### src/rtl/pipeline_hazard_ctrl_pkg.sv
// pipeline_pkg: shared definitions for the 5-stage core hazard controller.
//   ctrl_state_e   : sequencer states (RUN, MEM_WAIT, MD_BUSY; 3 unused)
//   REG_ADDR_W     : register index width
//   MD_TIMEOUT_DEF : default mul/div watchdog limit in MD_BUSY cycles
package pipeline_pkg;

  localparam int unsigned REG_ADDR_W     = 5;
  localparam int unsigned MD_TIMEOUT_DEF = 64;

  typedef enum logic [1:0] {
    RUN      = 2'd0,
    MEM_WAIT = 2'd1,
    MD_BUSY  = 2'd2
  } ctrl_state_e;

endpackage

### src/rtl/pipeline_hazard_ctrl_if.sv
// pipeline_hazard_ctrl_if: hazard sources into, and stall/flush controls out
// of, the central hazard sequencer.
//   master : the sequencer (consumes hazard inputs, drives enables/flushes)
//   slave  : the pipeline side (drives hazard inputs, consumes controls)
// Optional macro PIPE_HAZARD_PERF_CNT_EN adds perf_stall_cycles and
// perf_flush_count.
interface pipeline_hazard_ctrl_if;
  import pipeline_pkg::*;

  logic [REG_ADDR_W-1:0] id_rs1;
  logic [REG_ADDR_W-1:0] id_rs2;
  logic                  id_uses_rs1;
  logic                  id_uses_rs2;
  logic                  ex_wb_load;
  logic [REG_ADDR_W-1:0] ex_wb_rd;
  logic                  ex_branch_taken;
  logic                  ex_md_start;
  logic                  md_done;
  logic                  mem_req;
  logic                  mem_ready;

  logic                  pc_en;
  logic                  if_id_en;
  logic                  if_id_flush;
  logic                  id_ex_en;
  logic                  id_ex_flush;
  logic                  ex_mem_en;
  logic                  ex_mem_flush;
  logic                  mem_wb_en;
  logic                  mem_wb_flush;
  logic                  md_timeout_err;
  logic [1:0]            ctrl_state;
`ifdef PIPE_HAZARD_PERF_CNT_EN
  logic [31:0]           perf_stall_cycles;
  logic [31:0]           perf_flush_count;
`endif

  modport master (
    input  id_rs1, id_rs2, id_uses_rs1, id_uses_rs2, ex_wb_load, ex_wb_rd,
           ex_branch_taken, ex_md_start, md_done, mem_req, mem_ready,
    output pc_en, if_id_en, if_id_flush, id_ex_en, id_ex_flush,
           ex_mem_en, ex_mem_flush, mem_wb_en, mem_wb_flush,
`ifdef PIPE_HAZARD_PERF_CNT_EN
           perf_stall_cycles, perf_flush_count,
`endif
           md_timeout_err, ctrl_state
  );

  modport slave (
    output id_rs1, id_rs2, id_uses_rs1, id_uses_rs2, ex_wb_load, ex_wb_rd,
           ex_branch_taken, ex_md_start, md_done, mem_req, mem_ready,
    input  pc_en, if_id_en, if_id_flush, id_ex_en, id_ex_flush,
           ex_mem_en, ex_mem_flush, mem_wb_en, mem_wb_flush,
`ifdef PIPE_HAZARD_PERF_CNT_EN
           perf_stall_cycles, perf_flush_count,
`endif
           md_timeout_err, ctrl_state
  );

endinterface

### src/rtl/pipeline_hazard_ctrl_load_use_detect.sv
// load_use_detect: combinational load-use hazard comparator.
//   Inputs : ID source indices and use flags, EX load flag and destination.
//   Output : hazard - ID needs a register the EX load has not produced yet.
module load_use_detect
  import pipeline_pkg::*;
(
  input  logic [REG_ADDR_W-1:0] id_rs1,
  input  logic [REG_ADDR_W-1:0] id_rs2,
  input  logic                  id_uses_rs1,
  input  logic                  id_uses_rs2,
  input  logic                  ex_wb_load,
  input  logic [REG_ADDR_W-1:0] ex_wb_rd,
  output logic                  hazard
);

  always_comb begin
    hazard = 1'b0;
    // x0 is hardwired zero, so a load into it never creates a dependency.
    if (ex_wb_load && (ex_wb_rd != '0)) begin
      hazard = (id_uses_rs1 && (id_rs1 == ex_wb_rd)) ||
               (id_uses_rs2 && (id_rs2 == ex_wb_rd));
    end
  end

endmodule

### src/rtl/pipeline_hazard_ctrl.sv
// pipeline_hazard_ctrl: central stall/flush sequencer for the 5-stage core.
//   clk, rst_n : core clock, asynchronous active-low reset
//   hz         : pipeline_hazard_ctrl_if.master - hazard sources in;
//                pc_en and en/flush per pipeline register out, sticky
//                md_timeout_err, ctrl_state debug view.
// Priority: memory wait > mul/div busy > taken branch > load-use.
// Optional macro PIPE_HAZARD_PERF_CNT_EN adds stall/flush perf counters.
module pipeline_hazard_ctrl
  import pipeline_pkg::*;
#(
  parameter int unsigned MD_TIMEOUT = MD_TIMEOUT_DEF
) (
  input  logic                   clk,
  input  logic                   rst_n,
  pipeline_hazard_ctrl_if.master hz
);

  localparam int unsigned           CNT_W   = $clog2(MD_TIMEOUT + 1);
  localparam logic [CNT_W-1:0]      CNT_MAX = CNT_W'(MD_TIMEOUT);

  ctrl_state_e      state_q, state_d;
  ctrl_state_e      ret_q, ret_d;
  logic [CNT_W-1:0] cnt_q, cnt_d, cnt_inc;
  logic             err_q, err_d;

  logic mem_wait, lu_hit, md_fin;
  logic st_mem, st_md, do_br, do_lu;
  logic pc_en_c, if_id_en_c, if_id_flush_c, id_ex_en_c, id_ex_flush_c;
  logic ex_mem_en_c, ex_mem_flush_c, mem_wb_en_c, mem_wb_flush_c;

  load_use_detect u_lu (
    .id_rs1      (hz.id_rs1),
    .id_rs2      (hz.id_rs2),
    .id_uses_rs1 (hz.id_uses_rs1),
    .id_uses_rs2 (hz.id_uses_rs2),
    .ex_wb_load  (hz.ex_wb_load),
    .ex_wb_rd    (hz.ex_wb_rd),
    .hazard      (lu_hit)
  );

  assign mem_wait = hz.mem_req && !hz.mem_ready;

  always_comb begin
    state_d = state_q;
    ret_d   = ret_q;
    cnt_d   = cnt_q;
    err_d   = err_q;
    cnt_inc = cnt_q + CNT_W'(1);
    md_fin  = 1'b0;
    st_mem  = 1'b0;
    st_md   = 1'b0;
    do_br   = 1'b0;
    do_lu   = 1'b0;

    case (state_q)
      MEM_WAIT: begin
        // md_done seen while parked: retarget the exit to RUN now.
        if (hz.md_done && (ret_q == MD_BUSY)) begin
          ret_d = RUN;
          cnt_d = '0;
        end
        if (mem_wait) st_mem  = 1'b1;
        else          state_d = ret_d;
      end
      MD_BUSY: begin
        if (hz.md_done) begin
          md_fin = 1'b1;
          cnt_d  = '0;
        end else if (cnt_inc == CNT_MAX) begin
          md_fin = 1'b1;
          cnt_d  = '0;
          err_d  = 1'b1;
        end else begin
          cnt_d = cnt_inc;
        end
        if (mem_wait) begin
          st_mem  = 1'b1;
          state_d = MEM_WAIT;
          if (md_fin) ret_d = RUN;
          else        ret_d = MD_BUSY;
        end else begin
          st_md = !hz.md_done;
          if (md_fin) state_d = RUN;
        end
      end
      default: begin
        if (mem_wait) begin
          // A coincident mul/div start is remembered as the return target.
          st_mem  = 1'b1;
          state_d = MEM_WAIT;
          cnt_d   = '0;
          if (hz.ex_md_start) ret_d = MD_BUSY;
          else                ret_d = RUN;
        end else begin
          if (hz.ex_md_start) begin
            state_d = MD_BUSY;
            cnt_d   = '0;
          end
          do_br = hz.ex_branch_taken;
          do_lu = lu_hit && !hz.ex_branch_taken;
        end
      end
    endcase

    pc_en_c        = 1'b1;
    if_id_en_c     = 1'b1;
    if_id_flush_c  = 1'b0;
    id_ex_en_c     = 1'b1;
    id_ex_flush_c  = 1'b0;
    ex_mem_en_c    = 1'b1;
    ex_mem_flush_c = 1'b0;
    mem_wb_en_c    = 1'b1;
    mem_wb_flush_c = 1'b0;
    if (st_mem) begin
      pc_en_c        = 1'b0;
      if_id_en_c     = 1'b0;
      id_ex_en_c     = 1'b0;
      ex_mem_en_c    = 1'b0;
      mem_wb_en_c    = 1'b0;
      mem_wb_flush_c = 1'b1;
    end else if (st_md) begin
      pc_en_c        = 1'b0;
      if_id_en_c     = 1'b0;
      id_ex_en_c     = 1'b0;
      ex_mem_flush_c = 1'b1;
    end else if (do_br) begin
      if_id_flush_c  = 1'b1;
      id_ex_flush_c  = 1'b1;
    end else if (do_lu) begin
      pc_en_c        = 1'b0;
      if_id_en_c     = 1'b0;
      id_ex_flush_c  = 1'b1;
    end
  end

  always_ff @(posedge clk or negedge rst_n) begin
    if (!rst_n) begin
      state_q <= RUN;
      ret_q   <= RUN;
      cnt_q   <= '0;
      err_q   <= 1'b0;
    end else begin
      state_q <= state_d;
      ret_q   <= ret_d;
      cnt_q   <= cnt_d;
      err_q   <= err_d;
    end
  end

  // Controls are gated by rst_n so they drop the instant reset asserts.
  assign hz.pc_en          = rst_n & pc_en_c;
  assign hz.if_id_en       = rst_n & if_id_en_c;
  assign hz.if_id_flush    = rst_n & if_id_flush_c;
  assign hz.id_ex_en       = rst_n & id_ex_en_c;
  assign hz.id_ex_flush    = rst_n & id_ex_flush_c;
  assign hz.ex_mem_en      = rst_n & ex_mem_en_c;
  assign hz.ex_mem_flush   = rst_n & ex_mem_flush_c;
  assign hz.mem_wb_en      = rst_n & mem_wb_en_c;
  assign hz.mem_wb_flush   = rst_n & mem_wb_flush_c;
  assign hz.md_timeout_err = err_q;
  assign hz.ctrl_state     = state_q;

`ifdef PIPE_HAZARD_PERF_CNT_EN
  logic [31:0] perf_stall_q, perf_stall_d;
  logic [31:0] perf_flush_q, perf_flush_d;

  always_comb begin
    perf_stall_d = perf_stall_q + ((rst_n && !pc_en_c)  ? 32'd1 : 32'd0);
    perf_flush_d = perf_flush_q + ((rst_n && if_id_flush_c) ? 32'd1 : 32'd0);
  end

  always_ff @(posedge clk or negedge rst_n) begin
    if (!rst_n) begin
      perf_stall_q <= '0;
      perf_flush_q <= '0;
    end else begin
      perf_stall_q <= perf_stall_d;
      perf_flush_q <= perf_flush_d;
    end
  end

  // Same-cycle view: the count includes the event happening this cycle.
  assign hz.perf_stall_cycles = perf_stall_d;
  assign hz.perf_flush_count  = perf_flush_d;
`endif

endmodule
### src/flat_wrapper.sv
// flat-port wrapper written by rule: the top's interface ports become plain ports
module pipeline_hazard_ctrl_flat import pipeline_pkg::*;
#(
  parameter int unsigned MD_TIMEOUT = MD_TIMEOUT_DEF
)
  (clk, rst_n, hz_id_rs1, hz_id_rs2, hz_id_uses_rs1, hz_id_uses_rs2, hz_ex_wb_load, hz_ex_wb_rd, hz_ex_branch_taken, hz_ex_md_start, hz_md_done, hz_mem_req, hz_mem_ready, hz_pc_en, hz_if_id_en, hz_if_id_flush, hz_id_ex_en, hz_id_ex_flush, hz_ex_mem_en, hz_ex_mem_flush, hz_mem_wb_en, hz_mem_wb_flush, hz_md_timeout_err, hz_ctrl_state);
  pipeline_hazard_ctrl_if hz_i ();
  input  logic clk;
  input  logic rst_n;
  input wire logic [$bits(hz_i.id_rs1)-1:0] hz_id_rs1;
  input wire logic [$bits(hz_i.id_rs2)-1:0] hz_id_rs2;
  input wire logic [$bits(hz_i.id_uses_rs1)-1:0] hz_id_uses_rs1;
  input wire logic [$bits(hz_i.id_uses_rs2)-1:0] hz_id_uses_rs2;
  input wire logic [$bits(hz_i.ex_wb_load)-1:0] hz_ex_wb_load;
  input wire logic [$bits(hz_i.ex_wb_rd)-1:0] hz_ex_wb_rd;
  input wire logic [$bits(hz_i.ex_branch_taken)-1:0] hz_ex_branch_taken;
  input wire logic [$bits(hz_i.ex_md_start)-1:0] hz_ex_md_start;
  input wire logic [$bits(hz_i.md_done)-1:0] hz_md_done;
  input wire logic [$bits(hz_i.mem_req)-1:0] hz_mem_req;
  input wire logic [$bits(hz_i.mem_ready)-1:0] hz_mem_ready;
  output wire logic [$bits(hz_i.pc_en)-1:0] hz_pc_en;
  output wire logic [$bits(hz_i.if_id_en)-1:0] hz_if_id_en;
  output wire logic [$bits(hz_i.if_id_flush)-1:0] hz_if_id_flush;
  output wire logic [$bits(hz_i.id_ex_en)-1:0] hz_id_ex_en;
  output wire logic [$bits(hz_i.id_ex_flush)-1:0] hz_id_ex_flush;
  output wire logic [$bits(hz_i.ex_mem_en)-1:0] hz_ex_mem_en;
  output wire logic [$bits(hz_i.ex_mem_flush)-1:0] hz_ex_mem_flush;
  output wire logic [$bits(hz_i.mem_wb_en)-1:0] hz_mem_wb_en;
  output wire logic [$bits(hz_i.mem_wb_flush)-1:0] hz_mem_wb_flush;
  output wire logic [$bits(hz_i.md_timeout_err)-1:0] hz_md_timeout_err;
  output wire logic [$bits(hz_i.ctrl_state)-1:0] hz_ctrl_state;
  assign hz_i.id_rs1 = hz_id_rs1;
  assign hz_i.id_rs2 = hz_id_rs2;
  assign hz_i.id_uses_rs1 = hz_id_uses_rs1;
  assign hz_i.id_uses_rs2 = hz_id_uses_rs2;
  assign hz_i.ex_wb_load = hz_ex_wb_load;
  assign hz_i.ex_wb_rd = hz_ex_wb_rd;
  assign hz_i.ex_branch_taken = hz_ex_branch_taken;
  assign hz_i.ex_md_start = hz_ex_md_start;
  assign hz_i.md_done = hz_md_done;
  assign hz_i.mem_req = hz_mem_req;
  assign hz_i.mem_ready = hz_mem_ready;
  assign hz_pc_en = hz_i.pc_en;
  assign hz_if_id_en = hz_i.if_id_en;
  assign hz_if_id_flush = hz_i.if_id_flush;
  assign hz_id_ex_en = hz_i.id_ex_en;
  assign hz_id_ex_flush = hz_i.id_ex_flush;
  assign hz_ex_mem_en = hz_i.ex_mem_en;
  assign hz_ex_mem_flush = hz_i.ex_mem_flush;
  assign hz_mem_wb_en = hz_i.mem_wb_en;
  assign hz_mem_wb_flush = hz_i.mem_wb_flush;
  assign hz_md_timeout_err = hz_i.md_timeout_err;
  assign hz_ctrl_state = hz_i.ctrl_state;
  pipeline_hazard_ctrl #(.MD_TIMEOUT(MD_TIMEOUT)) u_core (.clk(clk), .rst_n(rst_n), .hz(hz_i));
endmodule
### config.mk
export PLATFORM = sky130hd
export DESIGN_NAME = pipeline_hazard_ctrl_flat
export DESIGN_NICKNAME = d
export VERILOG_FILES = /design/src/rtl/pipeline_hazard_ctrl_pkg.sv /design/src/rtl/pipeline_hazard_ctrl_if.sv /design/src/rtl/pipeline_hazard_ctrl_load_use_detect.sv /design/src/rtl/pipeline_hazard_ctrl.sv /design/src/flat_wrapper.sv
export SDC_FILE = /design/constraint.sdc
export NUM_CORES = 1
export LEC_CHECK = 0
export CORE_ASPECT_RATIO = 1.25
export CORE_MARGIN = 2
export CORE_UTILIZATION = 39
export DETAILED_ROUTE_END_ITERATION = 12
export PLACE_DENSITY_LB_ADDON = 0.25
export SYNTH_ARGS = -nofsm -noshare
export SYNTH_HDL_FRONTEND = slang
export SYNTH_SLANG_ARGS = --single-unit
### constraint.sdc
create_clock -name clk -period 1.7 [get_ports clk]
set_clock_uncertainty 0.1 [all_clocks]
set_input_delay 0.17 -clock clk [delete_from_list [all_inputs] [get_ports clk]]
set_output_delay 0.17 -clock clk [all_outputs]
set_load 0.05 [all_outputs]
==> summary.txt, run 1 <==
Critical path
  – Flop-to-flop setup slack: -70 ps
  – CP Max Fanout: 3
  – Crit end category: primary output
  – Critical Path RT: 1430 ps
  – Slowest CP cell: dfrtp_2
  – Arr. time, crit path: 1580 ps
  – CP Cell Sequence: ha_4, nand2_4, o31a_4, buf_12
  – Crit path launch type: register
  – Crit path kind: register to primary output
  – CP peak stage delay: 440 ps
  – Worst path bufs/invs: 1
  – Worst path top cell family by delay: flip-flops

Timing
  – Worst Max-Slew Pin Slew: 300 ps
  – Setup TNS: -767 ps
  – Fin crit period: 1850 ps
  – Hold WS: 166 ps
  – Maximum clock frequency: 0.540 GHz
  – Pins Over Slew Limit: 0
  – Final Cycle Share: 1.09
  – RSZ-0062 raised after global routing: true
  – Final hold viol count: 0
  – Setup-failing EPs final: 8
  – Final worst slack: -152 ps
  – Slew headroom: 0.799

Cells and area
  – Fin nets: 215
  – Diode count: 0
  – Layout cells sized above 1: 0.473
  – Fillers: 162
  – Final cell count without fillers: 219
  – Register area: 304 µm²
  – Footprint of the multi-input gates: 808 µm²
  – Area delta synth->final: 96.3%

Synth
  – Asr flop ratio synth: 1.00
  – Syn avg cell area: 8.52 µm²
  – Number of synthesized flops with an enable pin: 0
  – Synth area leader: dfrtp_1
  – Top cell type's share of synthesized area: 0.309
  – Syn_nets: 142
  – Mapped cell area: 971 µm²
  – Most common cell in the netlist: dfrtp_1
  – Synth cell count leaders: dfrtp_1 (12), nand2_1 (11), xnor2_1 (10)
  – Netlist cell types: 41
  – Synth area leaders: dfrtp_1 (31%), xnor2_1 (9.0%), nand2_1 (4.3%)
  – Top_reg_cell synth: dfrtp_1
  – Synthesized instance count: 114
  – Seq/Total Area, Yosys: 0.309
  – Ys Warns: 0
  – Flops & latches, synth: 12

Clock tree
  – CTS tree: done
  – Clock Tree Buf Depth: 2
  – Clock sink count: 12
  – Cts hold-fix bufs: 0
  – H-tree level count: 1
  – Number of buffers created by CTS: 3
  – Root Buffer Master: clkbuf_4
  – Reg clk slew, reported paths: 80 ps
  – Worst-Skew Late Latency: 290 ps

Power and ir drop
  – Clock share of power: 0.104
  – Seq pwr share: 0.176
  – Leak: 0.854 nW
  – VDD IR-drop max: 0.933 mV
  – Switch Pwr: 1.01 mW
  – Comb pwr share: 0.720
  – P per Cell Area: 1220 nW/µm²
  – Int Power: 1.31 mW
  – Sw frac: 0.434

Floorplan
  – Die width: 48.6 µm
  – Rows: 20
  – IO Count: 37
  – Initial core utilization: 0.404
  – Die footprint: 2910 µm²
  – Die height: 59.8 µm
  – Core Area: 2400 µm²

Run
  – Max cap viols: 0

Global routing
  – Vias in the first global route: 1178
  – Initial antenna violation count: 0
  – Largest net degree at the start of global routing: 14
  – First-pass GRT wire length: 5400 µm
  – Overall routing resource usage: 0.243
  – GRT Residual Overflow: 0

Route
  – ANT nets after route: 0
  – Drt first pass iters: 4
  – Vias after detailed routing: 1168
  – Post-DR wirelength/cell: 15.5 µm
  – First DRT Iteration DRCs: 20
  – Residual DRC: 0
  – WL final: 3390 µm
  – Vias per cell: 5.33

Placement
  – Post-Place Cells: 205
  – Port-buffer cells: 36
  – Gpl congestion: 0.919
  – HPWL Detailed: 2430 µm

Hold path
  – Hold WC Path Type: primary input to asynchronous set/reset pin

Outcome
  – Failing checks: setup timing
  – Outcome: finished with violations
[sequential cells by signal, summed over array words and instances (netlist names)]
signal,count
u_core.cnt_q,7
u_core.hz.md_timeout_err,1
u_core.hz.ctrl_state,2
u_core.ret_q,2
[what timing repair did]
action / in CTS / in global routing
setup buffers: 7 / 5
pin swaps: 17 / 7
endpoints found under the setup margin: 17 / 16
resized for setup: 37 / 19
[cells in the final DEF, fill, tap and decap left out, types with 2 or more instances in the layout]
master,instances
inv_2,2
clkbuf_2,2
o211ai_1,2
and2_1,3
nand2_4,2
inv_1,3
clkdlybuf4s50_1,9
buf_6,5
a21o_1,3
nand2_1,8
nor4b_4,2
nor2_1,5
xnor2_1,10
o31ai_1,3
nand4_1,4
dfrtp_2,3
dfrtp_1,9
nor2_4,3
nand2b_1,4
dlygate4sd2_1,11
buf_12,9
o21ai_1,2
ha_4,2
buf_4,33
clkbuf_4,3
a21oi_1,2
nor2b_2,3
o21ai_0,6
[power groups by stage]
stage               Clock [mW]  Sequential, mW  Combinational, mW
finish                   0.241           0.407               1.67
global route             0.255           0.414               1.78
CTS                      0.244           0.401               1.54
detailed placement           0           0.409               1.30
global placement             0           0.407               1.27
floorplan                    0           0.493              0.686
[path summary, 6_finish.rpt]
| path | start | endpoint | cells after the start |
|---|---|---|---|
| setup / recovery | u_core.hz.ctrl_state[1] | hz_pc_en | 4 |
| hold / removal | rst_n | u_core.hz.md_timeout_err | 2 |
| setup reg to reg | u_core.cnt_q[0] | u_core.hz.ctrl_state[0] | 5 |
| hold reg to reg | u_core.hz.md_timeout_err | u_core.hz.md_timeout_err | 1 |
| max in group asynchronous | rst_n | u_core.cnt_q[3] | 2 |
| min in group clk | u_core.hz.md_timeout_err | u_core.hz.md_timeout_err | 1 |
[worst register-to-register path, stage by stage, from the launching register on]
cell       delay, ps
dfrtp_1          440
nand3_2          140
nor4b_4          320
o2111ai_4        150
o21ai_2          170
mux2_1           330
[through the flow]
stage / area, µm² / setup WS, ps / util / total power, mW
after floorplan: 1040 / -280 / - / 1.18
after global routing: 1910 / -180 / 0.793 / 2.45
after detailed placement: 1690 / -438 / 0.702 / 1.70
final: 1910 / -152 / 0.793 / 2.32
after global placement: 1690 / -395 / 0.702 / 1.68
after CTS: 1830 / -152 / 0.762 / 2.19
[cells by family after synthesis]
| group | Yosys count | synth area share |
|---|---|---|
| AOI/OAI and AO/OA | 33 | 0.240 |
| and+or+nand+nor | 46 | 0.262 |
| buffers and inverters | 8 | 0.0387 |
| xor gates and xnor gates | 10 | 0.0902 |
| DFF | 12 | 0.309 |
| muxes | 2 | 0.0219 |
| adders and majority gates | 3 | 0.0387 |
[metal layers]
metal  track usage  vias up  share of wire
li1              -      565              -
met1         0.264      549           0.41
met2         0.450       44           0.51
met3        0.0475       10          0.051
met4         0.127        0          0.025
met5             0        -              0
[area by class of cell]
class | count | area share
clock buffer | 4 | 0.0190
inverter | 5 | 0.00985
multi-input combinational | 94 | 0.424
sequential | 12 | 0.160
tap | 33 | 0.0217
timing repair buffer | 71 | 0.366
(Power assumes the default switching activity.)
==> inputs of run 2 (changes only) <==
--- a/config.mk
+++ b/config.mk
@@ -10,6 +10,7 @@
 export CORE_UTILIZATION = 39
 export DETAILED_ROUTE_END_ITERATION = 12
 export PLACE_DENSITY_LB_ADDON = 0.25
+export SKIP_LAST_GASP = 1
 export SYNTH_ARGS = -nofsm -noshare
 export SYNTH_HDL_FRONTEND = slang
 export SYNTH_SLANG_ARGS = --single-unit
==> summary.txt, run 2 (synthesized netlist as in run 1, its figures left out) <==
Timing
  – Final hold viol count: 0 (unchanged)
  – Worst Max-Slew Pin Slew: 297 ps (-2.95 ps)
  – Final Cycle Share: 1.11 (+0.0166)
  – Setup-failing EPs final: 9 (+1)
  – Final worst slack: -181 ps (-28.2 ps)
  – Setup TNS: -764 ps (+2.45 ps)
  – Slew headroom: 0.800 (about the same)
  – Fin crit period: 1880 ps (+28.2 ps)
  – RSZ-0062 raised after global routing: true
  – Pins Over Slew Limit: 0 (unchanged)
  – Hold WS: 163 ps (-2.69 ps)
  – Maximum clock frequency: 0.532 GHz (-1.5%)

Global routing
  – Overall routing resource usage: 0.232 (-0.0103)
  – Largest net degree at the start of global routing: 14 (unchanged)
  – Vias in the first global route: 1177 (-0.085%)
  – Initial antenna violation count: 0 (unchanged)
  – First-pass GRT wire length: 5170 µm (-4.2%)
  – GRT Residual Overflow: 0 (unchanged)

Route
  – Drt first pass iters: 5 (+1)
  – Residual DRC: 0 (unchanged)
  – ANT nets after route: 0 (unchanged)
  – First DRT Iteration DRCs: 34 (+70%)
  – WL final: 3370 µm (-0.53%)
  – Vias after detailed routing: 1176 (+0.68%)
  – Vias per cell: 5.39 (+1.1%)
  – Post-DR wirelength/cell: 15.5 µm (about the same)

Critical path
  – Arr. time, crit path: 1960 ps (+380 ps)
  – Critical Path RT: 1780 ps (+350 ps)
  – Flop-to-flop setup slack: -180 ps (-110 ps)
  – Crit path launch type: register
  – Crit path kind: register to register
  – Crit end category: register
  – CP Max Fanout: 3 (unchanged)
  – Reg2Reg Launch Point: u_core.hz.ctrl_state[1]
  – Reg2reg end: u_core.hz.ctrl_state[0]
  – FF-to-FF path depth: 7 (+2)
  – Crit path capture: u_core.hz.ctrl_state[0]
  – Worst Setup SP: u_core.hz.ctrl_state[1]

Outcome
  – Failing checks: setup timing
  – Outcome: finished with violations

Cells and area
  – Layout cells sized above 1: 0.470 (-0.00285)
  – Fin nets: 214 (-0.47%)
  – Area delta synth->final: 92.0%
  – Final cell count without fillers: 218 (-0.46%)
  – Most common cell after layout, fill and taps aside: buf_4
  – Fillers: 165 (+1.9%)
  – Fin area: 1860 µm² (-2.2%)
  – Most frequent cells in the layout: buf_4 (34), dlygate4sd2_1 (11), xnor2_1 (10), clkdlybuf4s50_1 (9), buf_12 (9)
  – Footprint of the multi-input gates: 781 µm² (-3.4%)
  – Reg with most FFs: u_core.cnt_q
  – Max FFs per register: 7 (unchanged)
  – Register area: 305 µm² (+0.41%)
  – Diode count: 0 (unchanged)
  – Layout Utilization: 0.776 (-0.0172)

Clock tree
  – Number of buffers created by CTS: 3 (unchanged)
  – CTS tree: done
  – Reg clk slew, reported paths: 80 ps (about the same)
  – Root Buffer Master: clkbuf_4
  – Cts hold-fix bufs: 0 (unchanged)
  – Clock sink count: 12 (unchanged)
  – H-tree level count: 1 (unchanged)
  – Worst-Skew Late Latency: 290 ps (about the same)
  – Clock Tree Buf Depth: 2 (unchanged)

Power and ir drop
  – Leak: 0.842 nW (-1.4%)
  – Design Power: 2.29 mW (-1.2%)
  – VDD IR-drop max: 1.00 mV (+7.5%)
  – P per Cell Area: 1230 nW/µm² (+1.0%)

Floorplan
  – Die footprint: 2910 µm² (unchanged)
  – Die height: 59.8 µm (unchanged)
  – Die width: 48.6 µm (unchanged)
  – Core Area: 2400 µm² (unchanged)
  – Rows: 20 (unchanged)
  – Initial core utilization: 0.404 (unchanged)
  – IO Count: 37 (unchanged)

Hold path
  – Hold WC Path Type: primary input to asynchronous set/reset pin

Placement
  – Port-buffer cells: 36 (unchanged)
  – HPWL Detailed: 2430 µm (unchanged)
  – Post-Place Cells: 205 (unchanged)
  – Post-DP Area: 1690 µm² (unchanged)
  – DP Worst Slack: -438 ps (unchanged)
  – Gpl congestion: 0.919 (unchanged)

Run
  – Max cap viols: 0 (unchanged)
-- run 2: routing by layer --
metal / global-route usage / wire [µm] / vias up
met4: 0.131 / 98 / 0
met5: 0 / 0 / -
met3: 0.0500 / 189 / 13
li1: - / - / 561
met1: 0.244 / 1360 / 552
met2: 0.434 / 1720 / 50
-- run 2: timing repair --
item | CTS | global route
resized for setup | 36 | 15
pin swaps | 17 | 7
gates cloned | 0 | 0
setup endpoints to repair | 17 | 16
buffers inserted | 7 | 4
-- run 2: critical path, stage by stage (launching register included) --
cell and delay (ps):
dfrtp_2 440, ha_4 180, buf_4 150, nor3_1 240, o21ai_0 150, nand2_1 120
o21ai_2 90, mux2_4 310
-- run 2: worst min path at each step --
stage | start | to | slack [ps]
after floorplan | rst_n | u_core.cnt_q[0] | -230
after global placement | u_core.hz.md_timeout_err | u_core.hz.md_timeout_err | 370
after detailed placement | u_core.hz.md_timeout_err | u_core.hz.md_timeout_err | 370
after CTS | rst_n | u_core.ret_q[0] | 160
after global routing | rst_n | u_core.cnt_q[1] | 200
final | rst_n | u_core.hz.md_timeout_err | 160
-- run 2: area by class of cell --
type / instances / area share
Sequential cell: 12 / 0.164
Clock buffer: 4 / 0.0195
Tap cell: 33 / 0.0221
Multi-Input combinational cell: 94 / 0.419
Inverter: 5 / 0.0101
Timing Repair Buffer: 70 / 0.366
-- run 2: where the power goes --
part           internal, mW  switching [mW]
sequential            0.346          0.0654
clock                 0.131           0.111
combinational         0.824           0.815
==> inputs of run 3 (changes only) <==
--- a/config.mk
+++ b/config.mk
@@ -7,7 +7,7 @@
 export LEC_CHECK = 0
 export CORE_ASPECT_RATIO = 1.25
 export CORE_MARGIN = 2
-export CORE_UTILIZATION = 39
+export CORE_UTILIZATION = 34
 export DETAILED_ROUTE_END_ITERATION = 12
 export PLACE_DENSITY_LB_ADDON = 0.25
 export SKIP_LAST_GASP = 1
==> summary.txt, run 3 (synthesized netlist as in run 1, its figures left out) <==
Timing
  – Fin crit period: 1920 ps (+41.5 ps)
  – Final Cycle Share: 1.13 (+0.0244)
  – Slew headroom: 0.803 (+0.00294)
  – Setup-failing EPs final: 12 (+3)
  – RSZ-0062 raised after global routing: true
  – Final hold viol count: 0 (unchanged)
  – Final worst slack: -222 ps (-41.5 ps)
  – Pins Over Slew Limit: 0 (unchanged)
  – Worst Max-Slew Pin Slew: 296 ps (-0.529 ps)
  – Maximum clock frequency: 0.520 GHz (-2.2%)
  – Setup TNS: -1700 ps (-936 ps)

Critical path
  – Crit path kind: register to primary output
  – Crit path launch type: register
  – Arr. time, crit path: 1650 ps (-310 ps)
  – Crit end category: primary output
  – Critical Path RT: 1430 ps (-350 ps)
  – CP Max Fanout: 4 (+1)

Global routing
  – Overall routing resource usage: 0.202 (-0.0304)
  – Largest net degree at the start of global routing: 14 (unchanged)
  – GRT Residual Overflow: 0 (unchanged)
  – First-pass GRT wire length: 5130 µm (-0.81%)
  – Vias in the first global route: 1177 (unchanged)
  – Initial antenna violation count: 0 (unchanged)

Route
  – First DRT Iteration DRCs: 17 (-50%)
  – Drt first pass iters: 4 (-1)
  – ANT nets after route: 0 (unchanged)
  – WL final: 3490 µm (+3.5%)
  – Post-DR wirelength/cell: 15.4 µm (-0.16%)
  – Vias per cell: 5.27 (-2.3%)
  – Residual DRC: 0 (unchanged)
  – Vias after detailed routing: 1191 (+1.3%)

Floorplan
  – Die height: 63.7 µm (+6.6%)
  – Core Area: 2710 µm² (+13%)
  – Die footprint: 3300 µm² (+14%)
  – IO Count: 37 (unchanged)
  – Initial core utilization: 0.359 (-0.0454)
  – Rows: 21 (+5.0%)
  – Die width: 51.8 µm (+6.5%)

Placement
  – Post-DP Area: 1690 µm² (about the same)
  – Gpl congestion: 0.834 (-9.2%)
  – Port-buffer cells: 36 (unchanged)
  – DP Worst Slack: -427 ps (+11.4 ps)
  – HPWL Detailed: 2390 µm (-1.9%)

Clock tree
  – Clock Tree Buf Depth: 2 (unchanged)
  – CTS tree: done
  – Root Buffer Master: clkbuf_4
  – H-tree level count: 1 (unchanged)
  – Worst-Skew Late Latency: 280 ps (about the same)
  – Number of buffers created by CTS: 3 (unchanged)
  – Reg clk slew, reported paths: 80 ps (about the same)
  – Clock sink count: 12 (unchanged)

Power and ir drop
  – Leak: 0.916 nW (+8.8%)
  – VDD IR-drop max: 1.09 mV (+8.7%)
  – P per Cell Area: 1220 nW/µm² (-0.59%)

Cells and area
  – Layout cells sized above 1: 0.536 (+0.0662)
  – Reg with most FFs: u_core.cnt_q
  – Most frequent cells in the layout: buf_4 (37), dlygate4sd2_1 (12), xnor2_1 (10), clkdlybuf4s50_1 (9), buf_12 (9)
  – Max FFs per register: 7 (unchanged)
  – Fin area: 2030 µm² (+9.0%)
  – Diode count: 0 (unchanged)
  – Area delta synth->final: 109%
  – Fin nets: 221 (+3.3%)
  – Most common cell after layout, fill and taps aside: buf_4

Outcome
  – Outcome: finished with violations
  – Failing checks: setup timing

Run
  – Max cap viols: 0 (unchanged)

Hold path
  – Hold WC Path Type: primary input to asynchronous set/reset pin
==> run 3: cell count changes in the layout (fill, tap and decap cells not counted), moves of 2 or more <==
cell             change
o31ai_2              +2
clkdlybuf4s15_1      +2
o21ai_2              +4
buf_6                +4
buf_4                +3
clkbuf_2             -2
o31ai_1              -2
o21ai_0              -6
==> run 3: through the flow <==
stage               cells  power [mW]  hold WS (ps)   util
finish                226        2.48           164  0.751
detailed placement    206        1.72           370  0.624
floorplan             114        1.18          -226      -
global placement      206        1.68           362  0.624
CTS                   218        2.11           173  0.684
global route          226        2.63           184  0.751
==> run 3: layout make-up <==
type | instances | area, µm²
multi-input cells | 94 | 875
inverters | 5 | 18.8
well taps | 34 | 42.5
flip-flops and latches | 12 | 305
clock buffers | 4 | 26.3
repair buffers | 77 | 764
fillers | 178 | 674
==> run 3: power breakdown <==
group	leakage, nW	switching [mW]	internal [mW]
Sequential	0.157	0.0682	0.343
Combinational	0.744	0.928	0.957
Clock	0.0150	0.0940	0.0910
==> run 3: what timing repair did <==
action | 4_1_cts | 5_1_grt
hold buffers | 0 | 0
setup endpoints to repair | 13 | 18
gates resized for setup | 37 | 36
pin swaps | 20 | 13
endpoints found under the hold margin | 0 | 0
buffers inserted | 8 | 8
==> run 3: worst max-delay path, cell delays in order, from the launching register on <==
cell,delay (ps)
dfrtp_2,450
ha_4,170
buf_6,110
nor2b_4,130
nor2_4,130
nand2_4,80
a21oi_4,140
buf_12,150
==> run 3: path summary, 6_finish.rpt <==
path | cells after the start | to | start | slack, ps
worst max-delay path | 7 | hz_id_ex_flush | u_core.hz.ctrl_state[1] | -220
worst min-delay path | 2 | u_core.hz.ctrl_state[0] | rst_n | 160
worst max register to register | 9 | u_core.hz.ctrl_state[0] | u_core.hz.ctrl_state[1] | -220
worst min register to register | 1 | u_core.hz.md_timeout_err | u_core.hz.md_timeout_err | 380
max in group asynchronous | 2 | u_core.cnt_q[3] | rst_n | 1150
min in group clk | 1 | u_core.hz.md_timeout_err | u_core.hz.md_timeout_err | 380
==> run 3: routing by layer <==
metal  vias up  global-route usage  part of all wire
li1        570                   -                 -
met1       578               0.227              0.38
met2        36               0.365              0.54
met3         7              0.0350             0.059
met4         0              0.0822             0.017
met5         -                   0                 0
